$ cat src/rtl/l15_core_transducer.sv
// Single-outstanding core-to-L1.5 request transducer with one-cycle core response.
// Optional WAIT watchdog enabled by defining L15_CORE_TRANSDUCER_TIMEOUT_EN.
module l15_core_transducer #(
   parameter int unsigned THREADID       = 0,
   parameter int unsigned TIMEOUT_CYCLES = 1024
) (
   input  logic        clk,
   input  logic        rst,

   input  logic        core_req_val,
   output logic        core_req_rdy,
   input  logic        core_req_we,
   input  logic [39:0] core_req_addr,
   input  logic [2:0]  core_req_size,
   input  logic        core_req_nc,
   input  logic [63:0] core_req_wdata,
   output logic        core_resp_val,
   output logic [63:0] core_resp_rdata,
   output logic [1:0]  core_resp_err,

   output logic        transducer_l15_val,
   output logic [4:0]  transducer_l15_rqtype,
   output logic [39:0] transducer_l15_address,
   output logic [2:0]  transducer_l15_size,
   output logic        transducer_l15_nc,
   output logic [63:0] transducer_l15_data,
   output logic [0:0]  transducer_l15_threadid,
   output logic        transducer_l15_data_next_entry,
   output logic        transducer_l15_prefetch,
   output logic        transducer_l15_invalidate_cacheline,
   output logic        transducer_l15_blockstore,
   output logic        transducer_l15_blockinitstore,
   output logic [1:0]  transducer_l15_l1rplway,
   output logic [3:0]  transducer_l15_amo_op,
   output logic [3:0]  transducer_l15_cmo_op,
   output logic [32:0] transducer_l15_csm_data,

   input  logic        l15_transducer_ack,
   input  logic        l15_transducer_header_ack,
   input  logic        l15_transducer_val,
   input  logic [3:0]  l15_transducer_returntype,
   input  logic [1:0]  l15_transducer_error,
   input  logic [63:0] l15_transducer_data_0,
   input  logic [63:0] l15_transducer_data_1,
   output logic        transducer_l15_req_ack
);

   localparam logic [3:0] LoadRet = 4'b0000;
   localparam logic [3:0] StAck   = 4'b0100;

   typedef enum logic [1:0] {StIdle, StReq, StWait, StResp} state_e;

   state_e      state_q, state_d;
   logic        we_q, we_d;
   logic [39:0] addr_q, addr_d;
   logic [2:0]  size_q, size_d;
   logic        nc_q, nc_d;
   logic [63:0] data_q, data_d;
   logic [63:0] rdata_q, rdata_d;
   logic [1:0]  err_q, err_d;
   logic        match;
   logic        capture;
   logic        unused_ok;

`ifdef L15_CORE_TRANSDUCER_TIMEOUT_EN
   logic [15:0] wdog_q, wdog_d;
   logic        expire;
`endif

   // Single-flit requests: header_ack alone carries no information here.
   assign unused_ok = l15_transducer_header_ack ^ (TIMEOUT_CYCLES == 0);

   assign match = l15_transducer_val &&
                  (l15_transducer_returntype == (we_q ? StAck : LoadRet));

   always_ff @(posedge clk) begin
      if (rst) begin
         state_q <= StIdle;
         we_q    <= 1'b0;
         addr_q  <= '0;
         size_q  <= '0;
         nc_q    <= 1'b0;
         data_q  <= '0;
         rdata_q <= '0;
         err_q   <= '0;
      end else begin
         state_q <= state_d;
         we_q    <= we_d;
         addr_q  <= addr_d;
         size_q  <= size_d;
         nc_q    <= nc_d;
         data_q  <= data_d;
         rdata_q <= rdata_d;
         err_q   <= err_d;
      end
   end

`ifdef L15_CORE_TRANSDUCER_TIMEOUT_EN
   always_ff @(posedge clk) begin
      if (rst) wdog_q <= '0;
      else     wdog_q <= wdog_d;
   end

   always_comb begin
      wdog_d = wdog_q;
      if (state_q == StReq && l15_transducer_ack) wdog_d = '0;
      else if (state_q == StWait)                 wdog_d = wdog_q + 16'd1;
   end

   assign expire = (wdog_q == 16'(TIMEOUT_CYCLES - 1));
`endif

   always_comb begin
      state_d = state_q;
      capture = 1'b0;
      unique case (state_q)
         StIdle: if (core_req_val) state_d = StReq;
         StReq: begin
            if (l15_transducer_ack) begin
               state_d = match ? StResp : StWait;
               capture = match;
            end
         end
         StWait: begin
            if (match) begin
               state_d = StResp;
               capture = 1'b1;
            end
`ifdef L15_CORE_TRANSDUCER_TIMEOUT_EN
            else if (expire) state_d = StResp;
`endif
         end
         StResp: state_d = StIdle;
         default: state_d = StIdle;
      endcase
   end

   // Request capture, with store data replicated across the 8-byte lane.
   always_comb begin
      we_d   = we_q;
      addr_d = addr_q;
      size_d = size_q;
      nc_d   = nc_q;
      data_d = data_q;
      if (state_q == StIdle && core_req_val) begin
         we_d   = core_req_we;
         addr_d = core_req_addr;
         size_d = core_req_size;
         nc_d   = core_req_nc;
         case (core_req_size)
            3'd0:    data_d = {8{core_req_wdata[7:0]}};
            3'd1:    data_d = {4{core_req_wdata[15:0]}};
            3'd2:    data_d = {2{core_req_wdata[31:0]}};
            default: data_d = core_req_wdata;
         endcase
      end
   end

   always_comb begin
      rdata_d = rdata_q;
      err_d   = err_q;
      if (capture) begin
         err_d = l15_transducer_error;
         if (we_q)           rdata_d = '0;
         else if (addr_q[3]) rdata_d = l15_transducer_data_1;
         else                rdata_d = l15_transducer_data_0;
      end
`ifdef L15_CORE_TRANSDUCER_TIMEOUT_EN
      else if (state_q == StWait && expire) begin
         rdata_d = '0;
         err_d   = 2'b11;
      end
`endif
   end

   assign core_req_rdy    = (state_q == StIdle);
   assign core_resp_val   = (state_q == StResp);
   assign core_resp_rdata = rdata_q;
   assign core_resp_err   = err_q;

   assign transducer_l15_val      = (state_q == StReq);
   assign transducer_l15_rqtype   = {4'b0000, we_q};
   assign transducer_l15_address  = addr_q;
   assign transducer_l15_size     = size_q;
   assign transducer_l15_nc       = nc_q;
   assign transducer_l15_data     = data_q;
   assign transducer_l15_threadid = 1'(THREADID);

   assign transducer_l15_data_next_entry      = 1'b0;
   assign transducer_l15_prefetch             = 1'b0;
   assign transducer_l15_invalidate_cacheline = 1'b0;
   assign transducer_l15_blockstore           = 1'b0;
   assign transducer_l15_blockinitstore       = 1'b0;
   assign transducer_l15_l1rplway             = '0;
   assign transducer_l15_amo_op               = '0;
   assign transducer_l15_cmo_op               = '0;
   assign transducer_l15_csm_data             = '0;

   // Every return is consumed immediately, matching or not.
   assign transducer_l15_req_ack = l15_transducer_val;

endmodule
$ cat config.mk
export PLATFORM = sky130hd
export DESIGN_NAME = l15_core_transducer
export DESIGN_NICKNAME = d
export VERILOG_FILES = /design/src/rtl/l15_core_transducer.sv
export SDC_FILE = /design/constraint.sdc
export NUM_CORES = 1
export LEC_CHECK = 0
export ABC_AREA = 1
export BUFFER_PORTS_ARGS = -buffer_cell sky130_fd_sc_hd__buf_2
export CORE_AREA = 2 2 189 191
export CTS_CLUSTER_SIZE = 10
export DETAILED_ROUTE_END_ITERATION = 12
export DIE_AREA = 0 0 191 193
export SYNTH_ARGS = -nofsm -noshare
export SYNTH_HDL_FRONTEND = slang
export SYNTH_SLANG_ARGS = --single-unit
$ cat constraint.sdc
create_clock -name clk -period 4.2 [get_ports clk]
set_input_delay 0.84 -clock clk [delete_from_list [all_inputs] [get_ports clk]]
set_output_delay 0.84 -clock clk [all_outputs]
set_load 0.1 [all_outputs]
==> impl_metrics.env, run 1 <==
export IMPL_status="finished, final reports clean"
export IMPL_slew_headroom=0.296
export IMPL_synth_area_mm2=0.00816
export IMPL_area_delta_synth_final_pct=34.6
export IMPL_ys_types=25
export IMPL_layout_common_cells="buf_2, nor2_1, o21ai_0, dfxtp_1, nand2_1"
export IMPL_fin_tns_setup_ns=0
export IMPL_hold_class="register to register"
export IMPL_die_height_um=193
export IMPL_async_reset_ff_frac=0
export IMPL_layout_drive_gt1_share=0.306
export IMPL_postCtsSetupBuffers=0
export IMPL_slowest_stage="buf_2"
export IMPL_ant_nets=0
export IMPL_period_share=0.634
export IMPL_drcViolationCount=0
export IMPL_cts_hold_fix_buffers=0
export IMPL_ios=481
export IMPL_clkSinkCount=177
export IMPL_finalInstanceArea_mm2=0.0110
export IMPL_core_rowCount=69
export IMPL_drt_iter0_drc=333
export IMPL_rsz0062_at_grt="no"
export IMPL_syn_inst=1190
export IMPL_skew_ns=0.0133
export IMPL_yosys_warnings=0
export IMPL_core_mm2=0.0350
export IMPL_setup_viol=0
export IMPL_routed_wl_um=30400
export IMPL_ir_worst_vdd_v=0.000493
export IMPL_place_hpwl_um=22400
export IMPL_gp_congestion=0.910
export IMPL_clockBufferDepth=2
export IMPL_end_kind="output port"
export IMPL_grt_pass1_wl_um=43800
export IMPL_synth_flop_cell="dfxtp_1"
export IMPL_grt_max_degree=87
export IMPL_fin_crit_ns=2.66
export IMPL_tightest_slew_ns=1.06
export IMPL_crit_required_ns=3.36
export IMPL_ys_seq_area_frac=0.434
export IMPL_report_final_slew_viol_count=0
export IMPL_post_drt_wl_per_cell_um=14.9
export IMPL_synth_edf_count=0
export IMPL_regArea_mm2=0.00354
export IMPL_grt_overflow=0
export IMPL_path_cells="buf_4 > buf_2"
export IMPL_crit_fanout=65
export IMPL_max_freq_ghz=0.376
export IMPL_dp_slack_ns=1.11
export IMPL_clkTransAtPathRegs_ns=0.07
export IMPL_place_area_mm2=0.0104
export IMPL_power_density_mw_per_mm2=719
export IMPL_dieArea_mm2=0.0369
export IMPL_insertion_delay_ns=0.44
export IMPL_fin_ws_ns=1.54
export IMPL_max_stage_delay_ns=0.54
export IMPL_io_buffer_count=426
export IMPL_die_x_um=191
export IMPL_first_global_vias=8124
export IMPL_numCtsBuffers=17
export IMPL_vias=9042
export IMPL_criticalPathCategory="register to output port"
export IMPL_cap_violations=0
export IMPL_arrival_ns=1.82
export IMPL_cts_tree="done"
export IMPL_avgViaCountPerCell=4.44
export IMPL_track_usage=0.154
export IMPL_avgSynthCellArea_um2=6.86
export IMPL_ctsResizeCount=0
export IMPL_synth_seq_cells=177
export IMPL_start_util=0.233
export IMPL_multi_input_area_mm2=0.00378
export IMPL_leakage_uw=0.00560
export IMPL_hold_viol=0
export IMPL_fillCellCount=3836
export IMPL_final_common_cell="buf_2"
export IMPL_n_antenna_cell=0
export IMPL_htree_num_levels=4
export IMPL_fin_nets=1815
export IMPL_antenna_found_initial=0
export IMPL_cts_root_buf="clkbuf_16"
export IMPL_firstDrtPassIters=5
export IMPL_start_kind="register"
==> synth_stat cells (4+ instances only) <==
cell type / count / area (um2)
ha_1: 4 / 50.1
nor3_1: 6 / 30.0
dfxtp_1: 177 / 3540
nand2_1: 157 / 589
o21ai_0: 216 / 1080
o21ai_1: 5 / 25.0
buf_2: 26 / 130
buf_1: 5 / 18.8
a21oi_1: 135 / 676
clkbuf_1: 45 / 169
buf_4: 59 / 443
inv_1: 62 / 233
nor2_1: 268 / 1010
a31oi_1: 8 / 50.1
nand3_1: 5 / 25.0
==> flip-flops by register name, indices dropped and copies added (netlist names) <==
signal,flops
transducer_l15_size,3
transducer_l15_data,64
core_resp_err,2
we_q,1
state_q,2
transducer_l15_nc,1
transducer_l15_address,40
core_resp_rdata,64
==> power breakdown <==
group          total [uW]  internal, uW  switching (uW)
Combinational        4160           646            3510
Clock                1600           859             740
Sequential           2140          1990             154
Total                7900          3500            4400
==> cell families (layout without fill, tap and decap cells) <==
group / count (synthesis) / after routing / synth area share
and+or+nand+nor: 440 / 440 / 0.207
adders and majority gates: 4 / 4 / 0.00613
AOI/OAI and AO/OA: 366 / 366 / 0.226
other: 1 / 53 / 0.000459
buffers and inverters: 202 / 535 / 0.126
DFF: 177 / 177 / 0.434
==> routing by layer <==
metal,vias up,global-route usage,share of wire
li1,4475,-,-
met1,4105,0.164,0.37
met2,420,0.269,0.49
met3,42,0.0595,0.11
met4,0,0.0722,0.032
met5,-,0,0
==> worst paths after layout <==
path / cells after the start / from / end / slack [ns]
max reg2reg: 10 / state_q[0] / core_resp_rdata[63] / 1.62
min: 2 / transducer_l15_address[39] / transducer_l15_address[39] / 0.48
min reg2reg: 2 / transducer_l15_address[39] / transducer_l15_address[39] / 0.48
max: 2 / transducer_l15_address[3] / transducer_l15_address[3] / 1.54
==> critical path: cells and delay by family (launching register included) <==
family	cells	cell delay, ns
buffers and inverters	2	1.02
flip-flops	1	0.33
==> through the flow <==
stage | std cells | total power (uW) | hold WS (ns) | util
after CTS | 2036 | 7970 | 0.483 | 0.314
final | 2036 | 7900 | 0.478 | 0.314
after global placement | 2004 | 6310 | 0.459 | 0.298
after floorplan | 1242 | 5620 | 0.476 | -
after global routing | 2036 | 8260 | 0.500 | 0.314
after detailed placement | 2004 | 6330 | 0.466 | 0.298
==> layout make-up <==
type,instances,area share
timing repair buffer,439,0.205
inverter,64,0.0224
sequential,177,0.323
multi-input combinational,863,0.345
tap,461,0.0525
clock buffer,19,0.0412
clock inverter,13,0.0114
No activity file was read; power rests on OpenSTA's default activity.
==> run 2, diff against run 1 <==
ABC_AREA = 0   (was 1)
clock period = 2.4 ns   (was 4.2 ns; I/O delays follow)
==> run 2 against run 1 <==
  * Clock power increased by 86%
  * Register-to-register slack worse by 1.2 ns
  * Global-route usage down 0.80 points
  * Sequential share of layout area fell by 0.48 points
  * Synthesized cell count down 17%
  * Count of clock-buffer cells in the layout stayed put
  * Largest power group unchanged
==> impl_metrics.env, run 2 <==
export IMPL_synth_top_area_cell="dfxtp_1"
export IMPL_routed_wl_um=28600
export IMPL_power_density_mw_per_mm2=1160
export IMPL_firstDrtPassIters=5
export IMPL_clkSinkCount=177
export IMPL_yosys_warnings=0
export IMPL_synth_adder_area_share=0.00614
export IMPL_io_buffer_count=426
export IMPL_skew_ns=0.0101
export IMPL_power_frac_comb=0.488
export IMPL_criticalPathCategory="register to output port"
export IMPL_utilization=0.319
export IMPL_grt_overflow=0
export IMPL_hold_ws_ns=0.257
export IMPL_max_freq_ghz=0.484
export IMPL_async_reset_ff_frac=0
export IMPL_arrival_ns=1.59
export IMPL_drcViolationCount=0
export IMPL_period_share=0.862
export IMPL_synth_area_mm2=0.00815
export IMPL_rsz0062_at_grt="no"
export IMPL_fin_nets=1611
export IMPL_crit_required_ns=1.92
export IMPL_synth_most_common_cell="nand2_1"
export IMPL_avgSynthCellArea_um2=8.29
export IMPL_synth_common_cells="nand2_1, dfxtp_1, a21oi_1"
export IMPL_instances_no_fill=1832
export IMPL_cts_tree="done"
export IMPL_ios=481
export IMPL_core_mm2=0.0350
export IMPL_postCtsSetupBuffers=0
export IMPL_cap_violations=0
export IMPL_setup_viol=0
export IMPL_dieArea_mm2=0.0369
export IMPL_start_kind="register"
export IMPL_synth_flop_cell="dfxtp_1"
export IMPL_hold_viol=0
export IMPL_place_area_mm2=0.0105
export IMPL_first_global_vias=7446
export IMPL_final_common_cell="buf_2"
export IMPL_place_hpwl_um=20900
export IMPL_vias=8224
export IMPL_insertion_delay_ns=0.44
export IMPL_clockBufferDepth=2
export IMPL_numCtsBuffers=17
export IMPL_finalInstanceArea_mm2=0.0112
export IMPL_syn_inst=984
export IMPL_layout_drive_gt1_share=0.354
export IMPL_ys_types=36
export IMPL_die_height_um=193
export IMPL_synth_seq_cells=177
export IMPL_p_seq_frac=0.282
export IMPL_grt_max_degree=131
export IMPL_report_final_slew_viol_count=0
export IMPL_yosys_area_share_simple=0.199
export IMPL_crit_fanout=5
export IMPL_ctsResizeCount=0
export IMPL_n_antenna_cell=0
export IMPL_layout_common_cells="buf_2, nand2_1, dfxtp_1, a21oi_1, mux2i_1"
export IMPL_clkTransAtPathRegs_ns=0.07
export IMPL_cts_hold_fix_buffers=0
export IMPL_core_rowCount=69
export IMPL_hold_class="input port to register"
export IMPL_avgViaCountPerCell=4.49
export IMPL_ys_seq_area_frac=0.435
export IMPL_post_drt_wl_per_cell_um=15.6
export IMPL_synth_xor_area_frac=0.00107
export IMPL_ir_worst_vdd_v=0.000846
export IMPL_synth_compound_area_frac=0.169
export IMPL_synth_top_area_frac=0.435
export IMPL_synth_area_leaders="dfxtp_1, mux2i_1, nand2_1, a21oi_1, buf_4"
export IMPL_p_int_uw=6270
export IMPL_gp_congestion=0.833
export IMPL_p_sw_uw=6690
export IMPL_status="finished, final reports clean"
export IMPL_area_delta_synth_final_pct=36.9
export IMPL_synth_edf_count=0
export IMPL_switching_share=0.516
export IMPL_grt_pass1_wl_um=41100
export IMPL_slew_headroom=0.601
export IMPL_tightest_slew_ns=0.595
export IMPL_end_kind="output port"
export IMPL_synthMuxAreaShare=0.0921
export IMPL_ant_nets=0
export IMPL_leakage_uw=0.00506
export IMPL_htree_num_levels=4
export IMPL_fin_crit_ns=2.07
export IMPL_track_usage=0.146
export IMPL_die_x_um=191
export IMPL_antenna_found_initial=4
export IMPL_cts_root_buf="clkbuf_16"
export IMPL_start_util=0.233
export IMPL_drt_iter0_drc=329
export IMPL_synth_top_family_by_area="simple AND/OR/NAND/NOR gates"
export IMPL_p_clk_frac=0.230
export IMPL_placedCellCount=1800
run 2: cell types whose count changed after synthesis, moves of 10 or more:
cell,delta
a311oi_1,+19
nor2_1,-209
buf_2,-10
o21ai_0,-208
nand2_1,+43
mux2i_1,+75
a22oi_1,+18
inv_1,-58
clkbuf_1,+19
or3_1,+64
a211oi_1,+37
run 2: logic make-up after synthesis:
family                     Yosys count
AOI/OAI and AO/OA                  222
xor gates and xnor gates             1
adders and majority gates            4
buffers and inverters              145
DFF                                177
muxes                               75
other                                1
and+or+nand+nor                    359
run 2: layout make-up:
type | instances | area (um2)
well taps | 461 | 577
repair buffers | 444 | 2390
flip-flops and latches | 177 | 3550
multi-input cells | 714 | 4020
clock buffers | 19 | 443
clock inverters | 13 | 174
inverters | 4 | 15.0
fillers | 3768 | 23800
run 2: stage by stage:
stage          worst slack [ns]   TNS, ns  total power [uW]
4_1_cts                   0.272         0             13100
5_1_grt                   0.256         0             13500
3_3_place_gp              0.414         0             10000
2_1_floorplan         -0.000473  -0.00378              8870
6_report                  0.332         0             13000
3_5_place_dp              0.368         0             10100
run 2: worst max-delay path, stage by stage, from the launching register on:
cell     delay, ns
dfxtp_1       0.35
inv_1         0.11
ha_2          0.24
buf_2         0.44
run 2: per-layer routing:
layer	GRT usage	wire length, um
met4	0.0722	893
met2	0.247	13800
met3	0.0469	2670
met1	0.167	11200
met5	0	15
run 2: path summary, 6_finish.rpt:
check	cells past startpoint	endpoint	slack [ns]	from
worst min register to register	2	core_resp_rdata[53]	0.45	core_resp_rdata[53]
worst min-delay path	3	transducer_l15_address[3]	0.26	core_req_addr[3]
worst max register to register	6	core_resp_rdata[10]	0.42	state_q[0]
worst max-delay path	3	core_req_rdy	0.33	state_q[0]
run 2: power groups by stage:
stage | registers (uW) | logic (uW) | clock network, uW
6_report | 3660 | 6320 | 2980
5_1_grt | 3720 | 6620 | 3200
4_1_cts | 3660 | 6360 | 3110
3_5_place_dp | 3720 | 6350 | 0
3_3_place_gp | 3700 | 6320 | 0
2_1_floorplan | 6760 | 2120 | 0
